===== src/rtl/sram_arbiter.sv =====
// Two-master arbiter in front of a 16-bit SRAM bus interface, with fixed m0 priority on ties.
// Define SRAM_ARB_ROUND_ROBIN_EN to resolve ties in favour of the master that did not own the bus last.
module sram_arbiter #(
    parameter int ADR_W = 19
) (
    input  logic             clk_i,
    input  logic             reset_i,
    input  logic [ADR_W-1:0] m0_adr_i,
    input  logic [15:0]      m0_dat_i,
    input  logic [1:0]       m0_sel_i,
    input  logic             m0_we_i,
    input  logic             m0_cyc_i,
    input  logic             m0_stb_i,
    output logic             m0_ack_o,
    output logic [15:0]      m0_dat_o,
    input  logic [ADR_W-1:0] m1_adr_i,
    input  logic [15:0]      m1_dat_i,
    input  logic [1:0]       m1_sel_i,
    input  logic             m1_we_i,
    input  logic             m1_cyc_i,
    input  logic             m1_stb_i,
    output logic             m1_ack_o,
    output logic [15:0]      m1_dat_o,
    output logic [ADR_W-1:0] s_adr_o,
    output logic [15:0]      s_dat_o,
    output logic [1:0]       s_sel_o,
    output logic             s_we_o,
    output logic             s_cyc_o,
    output logic             s_stb_o,
    input  logic             s_ack_i,
    input  logic [15:0]      s_dat_i,
    output logic [1:0]       gnt_o
);

    typedef enum logic [1:0] {
        IDLE = 2'd0,
        OWN0 = 2'd1,
        OWN1 = 2'd2
    } state_t;

    state_t state_q, state_d;

`ifdef SRAM_ARB_ROUND_ROBIN_EN
    logic last_owner_q, last_owner_d;

    always_ff @(posedge clk_i or posedge reset_i) begin
        if (reset_i) begin
            state_q      <= IDLE;
            last_owner_q <= 1'b1;
        end else begin
            state_q      <= state_d;
            last_owner_q <= last_owner_d;
        end
    end
`else
    always_ff @(posedge clk_i or posedge reset_i) begin
        if (reset_i) begin
            state_q <= IDLE;
        end else begin
            state_q <= state_d;
        end
    end
`endif

    // An owner always falls back to IDLE before the other master can be granted.
    always_comb begin
        state_d = state_q;
`ifdef SRAM_ARB_ROUND_ROBIN_EN
        last_owner_d = last_owner_q;
`endif
        case (state_q)
            IDLE: begin
                if (m0_cyc_i && m1_cyc_i) begin
`ifdef SRAM_ARB_ROUND_ROBIN_EN
                    state_d = last_owner_q ? OWN0 : OWN1;
`else
                    state_d = OWN0;
`endif
                end else if (m0_cyc_i) begin
                    state_d = OWN0;
                end else if (m1_cyc_i) begin
                    state_d = OWN1;
                end
            end
            OWN0: if (!m0_cyc_i) state_d = IDLE;
            OWN1: if (!m1_cyc_i) state_d = IDLE;
            default: state_d = IDLE;
        endcase
`ifdef SRAM_ARB_ROUND_ROBIN_EN
        if (state_q == IDLE && state_d == OWN0) last_owner_d = 1'b0;
        if (state_q == IDLE && state_d == OWN1) last_owner_d = 1'b1;
`endif
    end

    // Slave request and master responses follow the current owner with no added latency.
    always_comb begin
        s_adr_o  = '0;
        s_dat_o  = '0;
        s_sel_o  = '0;
        s_we_o   = 1'b0;
        s_cyc_o  = 1'b0;
        s_stb_o  = 1'b0;
        m0_ack_o = 1'b0;
        m0_dat_o = '0;
        m1_ack_o = 1'b0;
        m1_dat_o = '0;
        gnt_o    = 2'b00;
        case (state_q)
            OWN0: begin
                s_adr_o  = m0_adr_i;
                s_dat_o  = m0_dat_i;
                s_sel_o  = m0_sel_i;
                s_we_o   = m0_we_i;
                s_cyc_o  = m0_cyc_i;
                s_stb_o  = m0_stb_i;
                m0_ack_o = s_ack_i;
                m0_dat_o = s_dat_i;
                gnt_o    = 2'b01;
            end
            OWN1: begin
                s_adr_o  = m1_adr_i;
                s_dat_o  = m1_dat_i;
                s_sel_o  = m1_sel_i;
                s_we_o   = m1_we_i;
                s_cyc_o  = m1_cyc_i;
                s_stb_o  = m1_stb_i;
                m1_ack_o = s_ack_i;
                m1_dat_o = s_dat_i;
                gnt_o    = 2'b10;
            end
            default: ;
        endcase
    end

endmodule

===== config.mk =====
export PLATFORM = sky130hd
export DESIGN_NAME = sram_arbiter
export DESIGN_NICKNAME = d
export VERILOG_FILES = /design/src/rtl/sram_arbiter.sv
export SDC_FILE = /design/constraint.sdc
export NUM_CORES = 1
export LEC_CHECK = 0
export BUFFER_PORTS_ARGS = -buffer_cell sky130_fd_sc_hd__buf_2
export CORE_AREA = 2 2 67 69
export CTS_BUF_LIST = sky130_fd_sc_hd__clkbuf_8
export DETAILED_ROUTE_END_ITERATION = 12
export DIE_AREA = 0 0 69 71
export GPL_ROUTABILITY_DRIVEN = 0
export GPL_TIMING_DRIVEN = 0
export PLACE_DENSITY = 0.71
export SYNTH_ARGS = -nofsm -noshare
export SYNTH_HDL_FRONTEND = slang
export SYNTH_SLANG_ARGS = --single-unit

===== constraint.sdc =====
create_clock -name clk_i -period 4.4 [get_ports clk_i]
set_clock_uncertainty 0.1 [all_clocks]
set_input_delay 0.66 -clock clk_i [delete_from_list [all_inputs] [get_ports clk_i]]
set_output_delay 0.66 -clock clk_i [all_outputs]
set_load 0.02 [all_outputs]

==> metrics.csv, run 1 <==
stage;metric;value;unit
run_status;status;completed;
route;Antenna Nets Post-Route;0;
global_route;Tot GR Track Use;0.185;
setup_path;Worst path slowest cell;dfrtp_1;
route;DR pass1 iterations;4;
floorplan;Initial Util;0.239;
synthesis;synthesized area;0.00101;mm²
clock_network;cts bufs inserted;3;
clock_network;CTS H-Tree Depth;1;
setup_path;max incr delay on CP;400;ps
finish;max reg flops;2;
floorplan;width of the die;69;µm
setup_path;Setup crit start kind;flop;
clock_network;CTS tree;yes;
clock_network;Longest Clk Path Bufs;2;
global_route;first-pass GRT wire length;7600;µm
route;DR WL/cell;13.0;µm
route;DR vias;1747;
synthesis;number of synthesized register bits;2;
global_route;largest net degree at the start of global routing;11;
worst_hold_path;Hold Path Class;in2async;
floorplan;Core Rows;24;
floorplan;Core ar.;0.00420;mm²
route;DR vias/cell;4.63;
finish;P&R area growth vs syn;97.1;%
finish;Layout Nets;431;
pwr;Pleak;1.17;nW
setup_path;CP Class;reg2out;
sta;final hold violation count;0;
clock_network;hold_buf cts;0;
placed_design;Cells after DPL;374;
finish;Util after Layout;0.472;
global_route;initial antenna violation count;0;
placed_design;Place WS;1950;ps
route;residual DRC count;0;
synthesis;synth warn;0;
setup_path;WP data arrival;1870;ps
setup_path;worst-path cell chain;inv_1 -> ha_1 -> clkbuf_1 -> nor2b_1 -> buf_2;
floorplan;die span in y;71;µm
setup_path;endpoint class of the critical path;output pin;
flow_run;number of max-cap violations;0;
placed_design;Final HPWL DP;4040;µm
floorplan;DIE AREA;0.00490;mm²
clock_network;Clk Latency, worst-skew pair;210;ps
clock_network;setup repair bufs after CTS;0;
global_route;vias in the first global route;1627;
finish;final-layout fill cell count;437;
synthesis;Mean Syn Cell Area;6.80;µm²
finish;Finished Layout Cells;377;
finish;ANT cells;0;
sta;part of the cycle the worst path needs;0.597;
pwr;IR drop worst, VDD;266;µV
finish;most frequent cells in the layout;buf_2 (178), a22oi_1 (39), nor2b_1 (39);
sta;final setup margin;1770;ps
setup_path;critical path required time;3640;ps
finish;Reg with most FFs;state_q;
sta;Slew Viols, Final;0;
setup_path;r2r setup slk;2710;ps
sta;Worst slew margin;0.690;
route;final WL;4890;µm
sta;fin crit period;2630;ps
synthesis;Yosys cell types;14;
finish;Largest regs;state_q: 2 flops;
pwr;PD cells;594;mW/mm²
clock_network;Sink Count;2;
floorplan;IO Count;175;
setup_path;r2r startpoint;state_q[0];
sta;Hold WS;194;ps
sta;Final TNS setup;0;ps
clock_network;clk root buf;clkbuf_8;
sta;FMAX;381;MHz
finish;most common cell after layout, fill and taps aside;buf_2;
sta;Worst Tran Pin Value;465;ps
setup_path;Worst R2R Path Depth;6;
global_route;total gr overflow;0;
sta;Final setup viols;0;
synthesis;syn_nets;252;
route;drt initial violations;68;
setup_path;critical-path maximum fanout;10;
placed_design;Port Buffer Count;174;
finish;share of cells above drive strength 1;0.563;
synthesis;Seq/Total Area, Yosys;0.0498;
clock_network;Clock Pin Slew Worst Setup and Hold Paths;30;ps
sta;unrepaired setup endpoints after global routing;false;
synthesis;Syn Inst Count;148;
setup_path;FF-to-FF End;state_q[0];
clock_network;post-CTS resize count;0;
==> cell type report <==
class	instances	area (µm²)	share of cell area
timing repair buffer	174	871	0.439
multi-input combinational	124	861	0.434
buffer	16	72.6	0.0366
tap	52	65.1	0.0328
sequential	2	50.0	0.0252
clock buffer	3	41.3	0.0208
inverter	6	22.5	0.0114
==> power breakdown <==
| part | leakage [nW] | switching (mW) | internal [mW] |
|---|---|---|---|
| Sequential | 0.0259 | 0.0105 | 0.0267 |
| Combinational | 1.12 | 0.647 | 0.422 |
| Clock | 0.0216 | 0.0139 | 0.0578 |
==> layer usage <==
layer	vias to the layer above	GRT usage	wire (µm)
met4	0	0.0523	44
met1	756	0.211	1860
met3	4	0.0271	447
met2	118	0.355	2540
met5	-	0	0
li1	869	-	-
==> logic make-up after synthesis <==
logic type                 after synthesis  synth area share
adders and majority gates                5            0.0622
buffers and inverters                   22            0.0945
AOI/OAI and AO/OA                       44             0.330
DFF                                      2            0.0498
and+or+nand+nor                         75             0.464
==> cell usage after synthesis <==
master	number	area, µm²
nor2b_1	39	244
nand2_1	1	3.75
o21ai_0	2	10.0
a32o_1	2	20.0
and2_1	35	219
clkbuf_1	9	33.8
buf_1	1	3.75
ha_1	5	62.6
inv_1	6	22.5
a22o_1	1	8.76
buf_2	4	20.0
a22oi_1	39	293
buf_4	2	15.0
dfrtp_1	2	50.1
==> worst max path at each step <==
stage | start | to | slack (ps) | cells past startpoint
final | state_q[0] | s_adr_o[1] | 1770 | 5
after global routing | state_q[1] | s_adr_o[1] | 1600 | 5
after CTS | state_q[0] | s_adr_o[1] | 1720 | 5
after detailed placement | state_q[0] | s_adr_o[1] | 1950 | 5
after global placement | state_q[0] | s_adr_o[1] | 1940 | 5
after floorplan | state_q[1] | s_dat_o[1] | 2220 | 6
==> stage by stage <==
stage	total power, mW	instance area [µm²]
3_3_place_gp	1.10	1940
5_1_grt	1.29	1980
6_report	1.18	1980
2_1_floorplan	0.767	1010
4_1_cts	1.19	1980
3_5_place_dp	1.11	1940
==> worst max-delay path: cells and delay by family (launching register included) <==
family	cells	cell delay (ps)
buf+inv	3	680
flops	1	400
fa+ha+maj	1	350
simple gates	1	210
(Power assumes the default switching activity.)
==> inputs of run 2 (changes only) <==
CORE_AREA = default   (was 2 2 67 69)
CORE_MARGIN = 2   (was default)
CORE_UTILIZATION = 25   (was default)
DIE_AREA = default   (was 0 0 69 71)
PLACE_DENSITY = 0.76   (was 0.71)
clock period = 2.15 ns   (was 4.4 ns; I/O delays follow)
==> run 2 against run 1 <==
Register-to-register slack got worse by 2200 ps. Critical endpoint is now s_cyc_o. Highest routed layer unchanged. Cell area increased by 6.1%. Clock power increased by 120%. Routed wire length shrank 4.6%. Utilization is 6.2 points higher.
==> metrics.csv, run 2 (same netlist as run 1, synthesis figures left out) <==
stage;metric;value;unit;change
pwr;switching power;1.40;mW;was 672 µW
setup_path;r2r startpoint;state_q[0];;unchanged
pwr;PD cells;1240;mW/mm²;was 594 mW/mm²
setup_path;worst setup path start;state_q[1];;was state_q[0]
setup_path;CP Class;reg2out;;unchanged
sta;fin crit period;2070;ps;
global_route;vias in the first global route;1457;;was 1627
finish;most frequent cells in the layout;buf_2 (173), a22oi_1 (39), nor2b_1 (39);;was buf_2 (178), a22oi_1 (39), nor2b_1 (39)
finish;ANT cells;0;;unchanged
sta;final hold violation count;0;;unchanged
floorplan;Core Rows;23;;was 24
pwr;Seq pwr share;0.034;;was 0.032
pwr;switching share of total power;0.537;;was 0.570
global_route;Tot GR Track Use;0.174;;was 0.185
route;DR pass1 iterations;4;;unchanged
sta;unrepaired setup endpoints after global routing;false;;unchanged
clock_network;Sink Count;2;;unchanged
placed_design;Port Buffer Count;174;;unchanged
route;DR vias/cell;4.67;;was 4.63
clock_network;cts bufs inserted;3;;unchanged
clock_network;Longest Clk Path Bufs;2;;unchanged
route;drt initial violations;60;;was 68
route;DR WL/cell;12.3;µm;was 13.0 µm
pwr;Pleak;1.22;nW;was 1.17 nW
global_route;initial antenna violation count;0;;unchanged
sta;Final setup viols;0;;unchanged
floorplan;IO Count;175;;unchanged
finish;max reg flops;2;;unchanged
clock_network;clk root buf;clkbuf_8;;unchanged
pwr;Clock Power Share;0.060;;was 0.061
clock_network;CTS H-Tree Depth;1;;unchanged
worst_hold_path;Hold Path Class;in2async;;unchanged
finish;Largest regs;state_q: 2 flops;;unchanged
clock_network;CTS tree;yes;;unchanged
sta;Worst Tran Pin Value;193;ps;was 465 ps
finish;Reg with most FFs;state_q;;unchanged
sta;Slew Viols, Final;0;;unchanged
pwr;Pint;1.21;mW;was 506 µW
floorplan;Core ar.;0.00394;mm²;was 0.00420 mm²
finish;Util after Layout;0.534;;was 0.472
route;final WL;4660;µm;was 4890 µm
setup_path;Setup crit start kind;flop;;unchanged
route;Antenna Nets Post-Route;0;;unchanged
pwr;IR drop worst, VDD;526;µV;was 266 µV
global_route;first-pass GRT wire length;6180;µm;was 7600 µm
sta;part of the cycle the worst path needs;0.964;;
sta;FMAX;483;MHz;
finish;P&R area growth vs syn;109;%;was 97.1%
floorplan;die span in y;67.4;µm;was 71 µm
route;DR vias;1767;;was 1747
floorplan;DIE AREA;0.00455;mm²;was 0.00490 mm²
setup_path;WP data arrival;1650;ps;was 1870 ps
placed_design;Final HPWL DP;3860;µm;was 4040 µm
sta;Worst slew margin;0.871;;was 0.690
run_status;status;completed;;unchanged
global_route;total gr overflow;0;;unchanged
finish;most common cell after layout, fill and taps aside;buf_2;;unchanged
setup_path;critical path required time;1730;ps;was 3640 ps
finish;share of cells above drive strength 1;0.616;;was 0.563
pwr;Comb pwr share;0.906;;was 0.908
finish;Layout Nets;434;;was 431
flow_run;number of max-cap violations;0;;unchanged
setup_path;critical-path maximum fanout;10;;unchanged
global_route;largest net degree at the start of global routing;11;;unchanged
floorplan;width of the die;67.4;µm;was 69 µm
floorplan;Initial Util;0.255;;was 0.239
clock_network;Clk Latency, worst-skew pair;220;ps;was 210 ps
route;residual DRC count;0;;unchanged
setup_path;endpoint class of the critical path;output pin;;unchanged
sta;Final TNS setup;0;ps;unchanged
clock_network;Clock Pin Slew Worst Setup and Hold Paths;30;ps;about the same
-- run 2: changes by cell type in the layout (fill, tap and decap cells not counted), sizes merged --
| cell | change |
|---|---|
| buf | +2 |
| dlygate4sd3 | +1 |
-- run 2: path summary, 6_finish.rpt --
| kind | endpoint | slack (ps) | depth (start not counted) |
|---|---|---|---|
| min | state_q[0] | 400 | 3 |
| max | s_cyc_o | 80 | 7 |
| max in group asynchronous | state_q[0] | 1410 | 3 |
| min in group clk_i | state_q[1] | 410 | 3 |
| max reg2reg | state_q[0] | 530 | 6 |
| min reg2reg | state_q[0] | 540 | 1 |
-- run 2: per-stage QoR --
step           cell area (µm²)  power (mW)  hold WS, ps  cells  setup slack [ps]
2_1_floorplan             1010        1.57        -36.3    148               308
3_5_place_dp              1940        2.25         70.7    372              90.5
3_3_place_gp              1940        2.22         70.6    372               112
6_report                  2100        2.61          405    378              77.9
5_1_grt                   2100        2.83          419    378              4.57
4_1_cts                   2020        2.47          385    376              4.98
-- run 2: layout make-up --
type | instances | area (µm²)
well taps | 50 | 62.6
clock buffers | 3 | 41.3
fillers | 376 | 1840
repair buffers | 177 | 903
multi-input cells | 124 | 902
plain buffers | 16 | 119
inverters | 6 | 25.0
flip-flops and latches | 2 | 51.3
-- run 2: critical path: stages, from the launching register on --
cell and delay, ps:
dfrtp_1 430, inv_2 140, ha_4 170, buf_8 140, inv_1 70, o21ai_2 170
and2_1 140, buf_2 170
-- run 2: per-layer routing --
metal,global-route usage,vias to the layer above,wire (µm)
met5,0,-,0
met4,0.0408,0,16
met3,0.0150,2,491
met2,0.355,108,2490
met1,0.188,784,1670
li1,-,873,-
-- run 2: timing repair --
| item | 4_1_cts | 5_1_grt |
|---|---|---|
| gates resized for setup | 16 | 25 |
| cloned | 0 | 0 |
| endpoints found under the setup margin | 60 | 60 |
| endpoints found under the hold margin | 2 | 0 |
| buffers inserted | 0 | 2 |
| hold buffers | 1 | 0 |
-- run 2: power groups by stage --
stage	Combinational [mW]	Clock, mW	Sequential (mW)
6_report	2.37	0.157	0.0897
5_1_grt	2.57	0.161	0.0912
4_1_cts	2.24	0.153	0.0773
3_5_place_dp	2.18	0	0.0757
3_3_place_gp	2.15	0	0.0737
2_1_floorplan	1.50	0	0.0701
